## src/rtl/ppu_ctrl.sv

```systemverilog
// Load sequencer for the pattern processing unit: shadows the PPU parameter
// bytes, reloads them at a frame boundary, then forwards PPU pixel bytes.
module ppu_ctrl #(
  parameter int unsigned NBYTES = 10,
  parameter int unsigned TMO    = 255
) (
  input  logic       clk_pix,
  input  logic       rst_pix,
  input  logic       cfg_we,
  input  logic [3:0] cfg_addr,
  input  logic [7:0] cfg_wdata,
  input  logic [2:0] cfg_mode,
  input  logic       cfg_go,
  input  logic       frame_start,
  output logic       ppu_sync,
  output logic [2:0] ppu_mode,
  output logic [7:0] ppu_data_i,
  output logic       ppu_stb_i,
  input  logic       ppu_ack_i,
  input  logic [7:0] ppu_data_o,
  input  logic       ppu_stb_o,
  output logic       ppu_ack_o,
  output logic [7:0] pix_data,
  output logic       busy,
  output logic       loaded,
  output logic       err
);

  localparam int unsigned DW = 8;
  localparam int unsigned AW = 4;
  localparam int unsigned MW = 3;
  localparam int unsigned TW = $clog2(TMO + 1);
  localparam logic [AW:0]   NB_EXT   = (AW + 1)'(NBYTES);
  localparam logic [AW-1:0] LAST_IDX = AW'(NBYTES - 1);
  localparam logic [TW-1:0] TMO_LAST = TW'(TMO - 1);

  typedef enum logic [1:0] {
    S_IDLE,
    S_SYNC,
    S_SEND,
    S_RUN
  } state_e;

  state_e          state_q, state_d;
  logic [DW-1:0]   shadow_q [NBYTES];
  logic [DW-1:0]   shadow_d [NBYTES];
  logic [DW-1:0]   sbuf_q   [NBYTES];
  logic [DW-1:0]   sbuf_d   [NBYTES];
  logic            pending_q, pending_d;
  logic [MW-1:0]   pend_mode_q, pend_mode_d;
  logic [MW-1:0]   mode_q, mode_d;
  logic [AW-1:0]   cnt_q, cnt_d;
  logic [TW-1:0]   tmo_q, tmo_d;
  logic            err_q, err_d;
  logic [DW-1:0]   pix_q, pix_d;
  logic            start_c;

  // State and datapath registers
  always_ff @(posedge clk_pix) begin
    if (rst_pix) begin
      state_q     <= S_IDLE;
      for (int unsigned i = 0; i < NBYTES; i++) begin
        shadow_q[i] <= '0;
        sbuf_q[i]   <= '0;
      end
      pending_q   <= 1'b0;
      pend_mode_q <= '0;
      mode_q      <= '0;
      cnt_q       <= '0;
      tmo_q       <= '0;
      err_q       <= 1'b0;
      pix_q       <= '0;
    end else begin
      state_q     <= state_d;
      shadow_q    <= shadow_d;
      sbuf_q      <= sbuf_d;
      pending_q   <= pending_d;
      pend_mode_q <= pend_mode_d;
      mode_q      <= mode_d;
      cnt_q       <= cnt_d;
      tmo_q       <= tmo_d;
      err_q       <= err_d;
      pix_q       <= pix_d;
    end
  end

  // Next-state and datapath update
  always_comb begin
    state_d     = state_q;
    shadow_d    = shadow_q;
    sbuf_d      = sbuf_q;
    pending_d   = pending_q;
    pend_mode_d = pend_mode_q;
    mode_d      = mode_q;
    cnt_d       = cnt_q;
    tmo_d       = tmo_q;
    err_d       = err_q;
    pix_d       = pix_q;
    start_c     = 1'b0;

    if (cfg_we && ({1'b0, cfg_addr} < NB_EXT)) begin
      shadow_d[cfg_addr] = cfg_wdata;
    end

    if (cfg_go) begin
      err_d       = 1'b0;
      pend_mode_d = cfg_mode;
    end

    case (state_q)
      S_IDLE, S_RUN: begin
        if (frame_start && pending_q) begin
          start_c = 1'b1;
          state_d = S_SYNC;
          sbuf_d  = shadow_q;
          mode_d  = pend_mode_q;
          cnt_d   = '0;
          tmo_d   = '0;
        end
      end
      S_SYNC: begin
        state_d = S_SEND;
      end
      S_SEND: begin
        if (ppu_ack_i) begin
          tmo_d = '0;
          if (cnt_q == LAST_IDX) begin
            state_d = S_RUN;
          end else begin
            cnt_d = cnt_q + 1'b1;
          end
        end else if (tmo_q == TMO_LAST) begin
          // Timeout wins over a same-cycle cfg_go clear
          err_d   = 1'b1;
          state_d = S_IDLE;
        end else begin
          tmo_d = tmo_q + 1'b1;
        end
      end
      default: begin
        state_d = S_IDLE;
      end
    endcase

    if (cfg_go) begin
      pending_d = 1'b1;
    end else if (start_c) begin
      pending_d = 1'b0;
    end

    // Pixel register only carries data while running
    if (state_d != S_RUN) begin
      pix_d = '0;
    end else if ((state_q == S_RUN) && ppu_stb_o) begin
      pix_d = ppu_data_o;
    end
  end

  assign ppu_sync   = (state_q == S_SYNC) || (state_q == S_SEND);
  assign ppu_stb_i  = (state_q == S_SEND);
  assign ppu_data_i = (state_q == S_SEND) ? sbuf_q[cnt_q] : '0;
  assign ppu_mode   = mode_q;
  assign ppu_ack_o  = (state_q == S_RUN);
  assign loaded     = (state_q == S_RUN);
  assign busy       = ppu_sync;
  assign err        = err_q;
  assign pix_data   = pix_q;

endmodule
```

## config.mk

```make
export PLATFORM = sky130hd
export DESIGN_NAME = ppu_ctrl
export DESIGN_NICKNAME = d
export VERILOG_FILES = /design/src/rtl/ppu_ctrl.sv
export SDC_FILE = /design/constraint.sdc
export NUM_CORES = 1
export LEC_CHECK = 0
export CORE_ASPECT_RATIO = 0.7
export CORE_UTILIZATION = 55
export CTS_BUF_LIST = sky130_fd_sc_hd__clkbuf_8
export DETAILED_ROUTE_END_ITERATION = 12
export PLACE_DENSITY_LB_ADDON = 0.1
export SLEW_MARGIN = 20
export SYNTH_ARGS = -nofsm -noshare
export SYNTH_HDL_FRONTEND = slang
export SYNTH_SLANG_ARGS = --single-unit
```

## constraint.sdc

```tcl
create_clock -name clk_pix -period 5.17 [get_ports clk_pix]
set_input_delay 1.034 -clock clk_pix [delete_from_list [all_inputs] [get_ports clk_pix]]
set_output_delay 1.034 -clock clk_pix [all_outputs]
set_load 0.05 [all_outputs]
```

==> key figures <==
Clock tree
  – Post_cts resized: 0
  – Root buf cell: clkbuf_8
  – Clk Latency, worst-skew pair: 0.47 ns
  – CTS tree: built
  – Hold_buf cts: 0
  – Clock sinks: 190
  – Max Buffers Root-to-Sink: 2
  – Clock transition at the registers of the reported paths: 0.11 ns
  – Total CTS buffers: 17
  – Post-CTS setup repair buffer count: 0
  – H-tree level count: 4

Detailed routing
  – Vias per cell: 5.75
  – Routed via count: 6,270
  – Total Wirelength: 19,800 um
  – Routed WL per cell: 18.1 um
  – DR DRC count: 0
  – Initial DRC Count: 426
  – Post-route ant nets: 0
  – First drt pass iteration count: 5

Die
  – DIE AREA: 0.0146 sq mm
  – Core footprint: 0.0134 sq mm
  – # rows: 35
  – Effective utilization at floorplan: 0.577
  – Chip height: 101 um
  – I/O pins: 55
  – Die X: 144 um

Synth
  – Synthesized area per cell: 8.82 sq um
  – Mapped Nets: 918
  – Main synth FF type: dfxtp_1
  – Synthesized area: 0.00776 sq mm
  – Share of the synthesized area in the top cell type: 0.490
  – Post-synth EDFFs: 0
  – Synth async-reset ratio: 0
  – Register bit total from synthesis: 190
  – Netlist cell types: 46
  – Leading area contributor after synthesis: dfxtp_1
  – Warnings, synthesis: 0
  – Synth top area cells: dfxtp_1 49%, mux2i_1 12%, nand2_1 9.7%
  – Cell count after synthesis: 880
  – Register area share after synthesis: 0.490

Timing
  – Clock period minus worst slack: 4.40 ns
  – Worst Max-Slew Pin Slew: 1.06 ns
  – Post-route setup slack: 0.766 ns
  – Setup Viol. Count Final: 0
  – Fin. max-slew vios: 0
  – WHS: 0.447 ns
  – Max-Slew Margin vs Limit: 0.294
  – Fin. Hold Viols: 0
  – Setup tns final: 0 ns
  – Fin crit share: 0.852
  – Skew final: 0.0110 ns
  – FMAX: 227 MHz
  – RSZ-0062 raised after global routing: no

Placed design
  – Placer congestion estimate: 0.905
  – Port bufs: 54
  – Placed Area: 0.00831 sq mm
  – Setup WS pre-CTS: 1.34 ns
  – Hpwl dp: 13,400 um

Status
  – Outcome: finished clean

Critical path
  – Setup crit start kind: flop
  – Max FO, Critical Path: 38
  – CP Capture Type: output pin
  – Arrival time worst endpoint: 3.37 ns
  – Worst endpoint required time: 4.14 ns
  – Worst Path Class, Setup: reg2out

Layout
  – Final Cell Area: 0.00870 sq mm
  – Syn-to-layout area delta: 12.2%
  – Post-layout util: 0.647
  – Final nets: 931
  – FILL cells: 1,138
  – Ratio of cells with drive above 1 in the final layout: 0.0740
  – Antenna Cells: 0

Global route
  – Total gr overflow: 0
  – Initial antenna violation count: 0
  – Vias in the first global route: 5,818
  – Global Route Usage Sum: 0.285
  – First-pass GRT wire length: 31,100 um
  – Largest net degree at the start of global routing: 116

Power
  – Pleak: 3.06 nW
  – Pwr/cell area: 329 mW/mm^2
  – Peak VDD IR: 210 uV

Run
  – Max cap viols: 0

Worst hold path
  – Worst Hold Class: reg2reg
synth_stat cells (3+ instances only):
cell / count
o21ai_0: 13
nor2_1: 75
a221oi_1: 9
buf_2: 3
clkbuf_1: 55
nand3b_1: 7
dfxtp_1: 190
mux2i_1: 93
or4_1: 5
mux4_2: 8
a21boi_0: 9
mux2_2: 8
nand4_1: 4
a21oi_1: 111
inv_1: 10
ha_1: 8
nand2b_1: 3
nand2_1: 201
nor3_1: 9
o31ai_1: 5
buf_1: 5
nand3_1: 20
through the flow:
stage / cells / power [W]
global placement: 1059 / 0.00192
global route: 1091 / 0.00298
CTS: 1091 / 0.00287
detailed placement: 1059 / 0.00193
finish: 1091 / 0.00287
floorplan: 880 / 0.00183
state kept, by name (all words and copies together), names as in the netlist, 2 cells and up:
name,flops
pix_data,8
shadow_q,80
tmo_q,8
pend_mode_q,3
ppu_mode,3
cnt_q,4
sbuf_q,80
state_q,2
worst max-delay path: stages, from the launching register on:
cell and delay (ns):
dfxtp_2 0.99, mux2i_1 0.20, a221oi_1 0.37, o21ai_0 0.22
a21boi_0 0.28, clkdlybuf4s50_1 0.85
power breakdown:
part           internal, W  switching, W  total (W)
logic             0.000112      0.000274   0.000386
registers          0.00149     0.0000229    0.00151
clock network     0.000399      0.000573   0.000972
cells by family (layout without fill, tap and decap cells):
| kind of cell | Yosys count | after routing | synth area share |
|---|---|---|---|
| multiplexers | 109 | 109 | 0.155 |
| AND/OR/NAND/NOR | 338 | 338 | 0.185 |
| adder cells (fa/ha/maj) | 8 | 8 | 0.0129 |
| flip-flops | 190 | 190 | 0.490 |
| AO/OA/AOI/OAI | 158 | 158 | 0.116 |
| buffers and inverters | 77 | 103 | 0.0410 |
layout make-up:
type | count | area (sq um) | area share
clock inverters | 15 | 158 | 0.0181
clock buffers | 17 | 234 | 0.0269
multi-input cells | 613 | 3640 | 0.419
inverters | 10 | 37.5 | 0.00431
flip-flops and latches | 190 | 3800 | 0.437
repair buffers | 61 | 594 | 0.0683
well taps | 185 | 231 | 0.0266
final timing paths:
kind                             startpoint                       to  slack, ns  cells past startpoint
setup / recovery      cnt_q[0]$_SDFFE_PP0P_            ppu_data_i[5]       0.77                      5
hold / removal    shadow_q[73]$_SDFFE_PP0P_  sbuf_q[73]$_SDFFE_PP0P_       0.45                      2
setup reg to reg      state_q[0]$_SDFF_PP0_  sbuf_q[20]$_SDFFE_PP0P_       2.62                      6
hold reg to reg   shadow_q[73]$_SDFFE_PP0P_  sbuf_q[73]$_SDFFE_PP0P_       0.45                      2
cell usage in the layout, fill, tap and decap left out, drive strengths merged, types with 7 or more instances in the layout:
cell type        n
clkbuf          17
nor2            75
inv             17
nor3            10
nand3b           7
dfxtp          190
nand3           20
mux4             8
mux2             8
nand2          201
clkdlybuf4s50   53
a21oi          111
a21boi          10
a221oi          10
mux2i           93
o21ai           14
buf              8
ha               8
metal layers:
metal / vias to the layer above / share of wire / GRT usage
met3: 25 / 0.066 / 0.0634
met5: - / 0 / 0
li1: 3014 / - / -
met2: 187 / 0.45 / 0.444
met4: 0 / 0.018 / 0.0925
met1: 3044 / 0.47 / 0.395
Note: power is estimated with default switching activity, not from simulation.
